$ cat src/rtl/pc_pkg.sv
// Shared types and constants for the PC sequencer: FSM state encoding,
// default reset vector and the target alignment helper.
package pc_pkg;

  typedef enum logic [1:0] {
    BOOT = 2'd0,
    RUN  = 2'd1,
    HOLD = 2'd2,
    PEND = 2'd3
  } pc_state_t;

  localparam logic [31:0] RESET_VECTOR_DEFAULT = 32'h0000_0000;

  // Fetch addresses are word aligned, so the low two bits of any target are dropped.
  function automatic logic [31:0] align_target(input logic [31:0] addr);
    return {addr[31:2], 2'b00};
  endfunction

endpackage

$ cat src/rtl/pc_sequencer_if.sv
// Redirect/stall inputs and fetch outputs of the PC sequencer.
// The slave side is the sequencer; the master side is the pipeline driving it.
interface pc_sequencer_if;

  logic        Stall;
  logic        BranchTaken;
  logic [31:0] BranchTarget;
  logic        JumpReg;
  logic [31:0] JumpRegTarget;
  logic        Jump;
  logic [31:0] JumpTarget;
  logic [31:0] PCResult;
  logic [31:0] PCPlus4;
  logic        FetchValid;
  logic        FlushIFID;

  modport master (
    output Stall, BranchTaken, BranchTarget, JumpReg, JumpRegTarget, Jump, JumpTarget,
    input  PCResult, PCPlus4, FetchValid, FlushIFID
  );

  modport slave (
    input  Stall, BranchTaken, BranchTarget, JumpReg, JumpRegTarget, Jump, JumpTarget,
    output PCResult, PCPlus4, FetchValid, FlushIFID
  );

endinterface

$ cat src/rtl/pc_next_mux.sv
// Priority redirect select (branch > jr > j) with word alignment of the
// chosen target; purely combinational.
module pc_next_mux
  import pc_pkg::*;
(
  input  logic        branch_taken,
  input  logic [31:0] branch_target,
  input  logic        jump_reg,
  input  logic [31:0] jump_reg_target,
  input  logic        jump,
  input  logic [31:0] jump_target,
  output logic        redirect,
  output logic [31:0] target
);

  assign redirect = branch_taken | jump_reg | jump;

  // EX-stage redirects are older than the ID-stage jump, so they win.
  always_comb begin
    target = '0;
    if (branch_taken) begin
      target = align_target(branch_target);
    end else if (jump_reg) begin
      target = align_target(jump_reg_target);
    end else if (jump) begin
      target = align_target(jump_target);
    end
  end

endmodule

$ cat src/rtl/pc_sequencer.sv
// Fetch PC register with stall handling and a one-entry pending redirect
// that is replayed once a stall covering the redirect is released.
module pc_sequencer
  import pc_pkg::*;
#(
  parameter logic [31:0] RESET_VECTOR = RESET_VECTOR_DEFAULT
) (
  input  logic          Clk,
  input  logic          Reset,
  pc_sequencer_if.slave bus
);

  pc_state_t   state_reg;
  logic [31:0] pc_reg;
  logic [31:0] pend_reg;
  logic        fetch_valid_reg;
  logic        redirect;
  logic [31:0] target;
  logic [31:0] pc_plus4;
  logic        flush;

  pc_next_mux u_next_mux (
    .branch_taken    (bus.BranchTaken),
    .branch_target   (bus.BranchTarget),
    .jump_reg        (bus.JumpReg),
    .jump_reg_target (bus.JumpRegTarget),
    .jump            (bus.Jump),
    .jump_target     (bus.JumpTarget),
    .redirect        (redirect),
    .target          (target)
  );

  assign pc_plus4 = pc_reg + 32'd4;

  always_ff @(posedge Clk) begin
    if (!Reset) begin
      pc_reg          <= RESET_VECTOR;
      pend_reg        <= '0;
      state_reg       <= BOOT;
      fetch_valid_reg <= 1'b0;
    end else begin
      case (state_reg)
        BOOT: begin
          state_reg       <= RUN;
          fetch_valid_reg <= 1'b1;
        end
        RUN, HOLD: begin
          if (!bus.Stall) begin
            pc_reg          <= redirect ? target : pc_plus4;
            state_reg       <= RUN;
            fetch_valid_reg <= 1'b1;
          end else if (redirect) begin
            // Redirect arrived while stalled: park it until the stall clears.
            pend_reg        <= target;
            state_reg       <= PEND;
            fetch_valid_reg <= 1'b0;
          end else begin
            state_reg       <= HOLD;
            fetch_valid_reg <= 1'b1;
          end
        end
        PEND: begin
          // Anything presented now is on the wrong path behind the parked redirect.
          if (!bus.Stall) begin
            pc_reg          <= pend_reg;
            state_reg       <= RUN;
            fetch_valid_reg <= 1'b1;
          end
        end
        default: begin
          state_reg       <= BOOT;
          fetch_valid_reg <= 1'b0;
        end
      endcase
    end
  end

  always_comb begin
    flush = 1'b0;
    if (Reset && !bus.Stall) begin
      case (state_reg)
        RUN, HOLD: flush = redirect;
        PEND:      flush = 1'b1;
        default:   flush = 1'b0;
      endcase
    end
  end

  assign bus.PCResult   = pc_reg;
  assign bus.PCPlus4    = pc_plus4;
  assign bus.FetchValid = fetch_valid_reg & Reset;
  assign bus.FlushIFID  = flush;

endmodule

$ cat src/flat_wrapper.sv
// flat-port wrapper written by rule: the top's interface ports become plain ports
module pc_sequencer_flat import pc_pkg::*;
#(
  parameter logic [31:0] RESET_VECTOR = RESET_VECTOR_DEFAULT
)
  (Clk, Reset, bus_Stall, bus_BranchTaken, bus_BranchTarget, bus_JumpReg, bus_JumpRegTarget, bus_Jump, bus_JumpTarget, bus_PCResult, bus_PCPlus4, bus_FetchValid, bus_FlushIFID);
  pc_sequencer_if bus_i ();
  input  logic Clk;
  input  logic Reset;
  input wire logic [$bits(bus_i.Stall)-1:0] bus_Stall;
  input wire logic [$bits(bus_i.BranchTaken)-1:0] bus_BranchTaken;
  input wire logic [$bits(bus_i.BranchTarget)-1:0] bus_BranchTarget;
  input wire logic [$bits(bus_i.JumpReg)-1:0] bus_JumpReg;
  input wire logic [$bits(bus_i.JumpRegTarget)-1:0] bus_JumpRegTarget;
  input wire logic [$bits(bus_i.Jump)-1:0] bus_Jump;
  input wire logic [$bits(bus_i.JumpTarget)-1:0] bus_JumpTarget;
  output wire logic [$bits(bus_i.PCResult)-1:0] bus_PCResult;
  output wire logic [$bits(bus_i.PCPlus4)-1:0] bus_PCPlus4;
  output wire logic [$bits(bus_i.FetchValid)-1:0] bus_FetchValid;
  output wire logic [$bits(bus_i.FlushIFID)-1:0] bus_FlushIFID;
  assign bus_i.Stall = bus_Stall;
  assign bus_i.BranchTaken = bus_BranchTaken;
  assign bus_i.BranchTarget = bus_BranchTarget;
  assign bus_i.JumpReg = bus_JumpReg;
  assign bus_i.JumpRegTarget = bus_JumpRegTarget;
  assign bus_i.Jump = bus_Jump;
  assign bus_i.JumpTarget = bus_JumpTarget;
  assign bus_PCResult = bus_i.PCResult;
  assign bus_PCPlus4 = bus_i.PCPlus4;
  assign bus_FetchValid = bus_i.FetchValid;
  assign bus_FlushIFID = bus_i.FlushIFID;
  pc_sequencer #(.RESET_VECTOR(RESET_VECTOR)) u_core (.Clk(Clk), .Reset(Reset), .bus(bus_i));
endmodule
$ cat config.mk
export PLATFORM = sky130hd
export DESIGN_NAME = pc_sequencer_flat
export DESIGN_NICKNAME = d
export VERILOG_FILES = /design/src/rtl/pc_pkg.sv /design/src/rtl/pc_sequencer_if.sv /design/src/rtl/pc_next_mux.sv /design/src/rtl/pc_sequencer.sv /design/src/flat_wrapper.sv
export SDC_FILE = /design/constraint.sdc
export NUM_CORES = 1
export LEC_CHECK = 0
export BUFFER_PORTS_ARGS = -buffer_cell sky130_fd_sc_hd__buf_4
export CORE_MARGIN = 2
export CORE_UTILIZATION = 55
export CTS_BUF_LIST = sky130_fd_sc_hd__clkbuf_4 sky130_fd_sc_hd__clkbuf_8
export DETAILED_ROUTE_END_ITERATION = 16
export PLACE_DENSITY = 0.88
export SYNTH_ARGS = -nofsm -noshare
export SYNTH_HDL_FRONTEND = slang
export SYNTH_SLANG_ARGS = --single-unit
$ cat constraint.sdc
create_clock -name Clk -period 4.1 [get_ports Clk]
set_clock_uncertainty 0.1 [all_clocks]
set_input_delay 0.82 -clock Clk [delete_from_list [all_inputs] [get_ports Clk]]
set_output_delay 0.82 -clock Clk [all_outputs]
set_load 0.1 [all_outputs]
==> out/metrics.cfg <==
[run_status]
status=finished clean

[setup_path]
crit_buf_inv=1
cp-start-kind=flop
reg2reg_slack_ps=1450
slowest_delay_ps=560
cp_max_fo=15
required_ps=3180
cp_slowest_cell=and3_1
crit_type=reg2out
end_kind=primary output
crit_path_cell_trace=and4_1 -> and3_1 -> nand2_1 -> nor2_1 -> xor2_4 -> buf_4
cp.arrival_ps=2850
crit_family=simple AND/OR/NAND/NOR gates

[power]
ir_worst_vdd_mv=0.276
p_total_mw=2.19
cellLeakagePower_nw=2.55
p_per_area_mw_per_mm2=370

[sta]
max_freq_mhz=265
setup-violations-final=0
rsz0062_at_grt=no
finalHoldViolations=0
layout_setup_ws_ps=329
min_period_ps=3770
worstMarginPinSlew_ps=761
slew-limit-headroom_pct=48.8
timing.final.crit_share_pct=92.0
slew_viol_final=0

[grt]
track_usage_pct=32.4
globalRouteMet1Util_pct=40.9
grt.busiest_layer=met2
antenna_found_initial=0
grt_pass1_vias=4748
grt_use_met3_pct=6.93
grt_max_degree=71
grt.overflow.total=0
use_met2_pct=54.6
grt_pass1_wl_mm=22.7

[run]
drv_cap=0

[floorplan]
fp.dieW_um=93.2
core_mm2=0.00773
ios=168
dieHeight_um=93.2
start_util_pct=56.7
rows=32
die_area_mm2=0.00869

[yosys]
synthesis.area_mm2=0.00438
synth_seq_area_share_pct=28.8
synthMuxAreaShare_pct=0.457
syn_inst=577
synth_adder_area_share_pct=0.857
synth_top_family_by_area=compound AO/OA/AOI/OAI gates
synth_simple_gate_area_share_pct=28.2
synth_compound_area_share_pct=28.9
ys_ff_latch=63
synth-main-ff-cell=dfxtp_1
yosysTopAreaCell=dfxtp_1
synth-async-reset-ratio_pct=0
synth_area_leaders=dfxtp_1, a21oi_1, nor2b_1, nand2_1, a221oi_1
synth_top_area_share_pct=28.8
synth_xor_area_share_pct=5.60
synth_edf_count=0
synth_cell_type_count=57
synth.avg_cell_area_um2=7.59
ys_warn_count=0

[layout]
final_cell_mix=buf_4, dfxtp_1, nand2_1
final_common_cell=buf_4
multi_input_area_mm2=0.00302
nets=810
final_layout_size_suffix_gt1_share_pct=30.6
regArea_mm2=0.00126
area.growth.synth_to_final_pct=35.1
diodes=0
fillers=577

[cts]
clk_path_buf_depth=2
post_cts_resized=0
cts.clk_slew.worst_paths_ps=70
cts.sinks=63
clk_latency_ps=340
root_buffer=clkbuf_8
post-cts-setup-buffer-count=0
numCtsBuffers=9
cts_tree=built
htreeDepth=3
ctsHoldBuffers=0

[placed_design]
portBuffers=157
dp_slack_ps=761
place.gp.congestion=0.949
dpl.hpwl_mm=10.0

[drt]
drtIter0Drc=321
route.detailed.drc=0
dr.pass1.iters=6
detail_route.wl_per_cell_um=17.5
postRouteAntennaNets=0
routed_wl_mm=14.2
vias=5036
vias_per_cell=6.20

[hold_path]
min_path_type=reg2reg

through the flow:
| step | utilization, % | instance area, µm² | hold WS, ps | cells | setup TNS (ps) |
|---|---|---|---|---|---|
| 2_1_floorplan | - | 4580 | 335 | 580 | -710 |
| 3_3_place_gp | 73.8 | 5700 | 343 | 796 | 0 |
| 3_5_place_dp | 73.8 | 5700 | 356 | 796 | 0 |
| 4_1_cts | 76.6 | 5920 | 366 | 812 | 0 |
| 5_1_grt | 76.6 | 5920 | 378 | 812 | 0 |
| 6_report | 76.6 | 5920 | 364 | 812 | 0 |
worst min-delay path: cells and delay by family, from the launching register on:
kind,cells,cell delay (ps)
AO/OA/AOI/OAI,1,60
flip-flops,1,310
AND/OR/NAND/NOR,1,40
report_power, final:
part	switching, mW	internal [mW]	leakage, nW
registers	0.0656	0.659	0.516
clock network	0.246	0.336	0.113
logic	0.635	0.248	1.92
routing by layer:
metal,wire [µm],share of wire (%),up-vias
met5,0,0,-
met3,1190,8.4,39
li1,-,-,2358
met4,364,2.6,0
met1,5420,38,2362
met2,7220,51,277
path summary, 6_finish.rpt:
kind | from | endpoint | cells past startpoint
max | u_core.bus.PCResult[16]$_SDFFE_PN0P_ | bus_PCPlus4[25] | 6
min | u_core.pend_reg[7]$_SDFFE_PN0P_ | u_core.pend_reg[7]$_SDFFE_PN0P_ | 2
max reg2reg | u_core.state_reg[0]$_SDFFE_PN0N_ | u_core.bus.PCResult[10]$_SDFFE_PN0P_ | 7
min reg2reg | u_core.pend_reg[7]$_SDFFE_PN0P_ | u_core.pend_reg[7]$_SDFFE_PN0P_ | 2
cell usage after synthesis (7+ instances only):
cell      count
a21boi_0     14
a21oi_1      53
a221oi_1     21
a22oi_1      10
a31oi_1      11
and2_1       12
and3_1        7
buf_2         9
buf_4        16
clkbuf_1     26
dfxtp_1      63
inv_1        11
nand2_1      59
nand3_1      16
nand4_1       9
nor2_1       30
nor2b_1      37
nor3_1       25
o211ai_1      8
o21ai_0      35
or3_1         8
xnor2_1      21
xor2_1        7
cell families (layout without fill, tap and decap cells):
logic type / after synthesis / in the layout
AOI/OAI and AO/OA: 191 / 191
xor gates and xnor gates: 28 / 28
adders and majority gates: 3 / 3
buffers and inverters: 64 / 194
DFF: 63 / 63
muxes: 2 / 2
other: 1 / 4
and+or+nand+nor: 225 / 225
final cells by class:
type,instances,area share (%)
inverter,11,0.698
tap,102,2.16
timing repair buffer,167,21.2
sequential,63,21.3
clock buffer,13,2.92
clock inverter,3,0.677
multi-input combinational,453,51.0
Note: power is estimated with default switching activity, not from simulation.
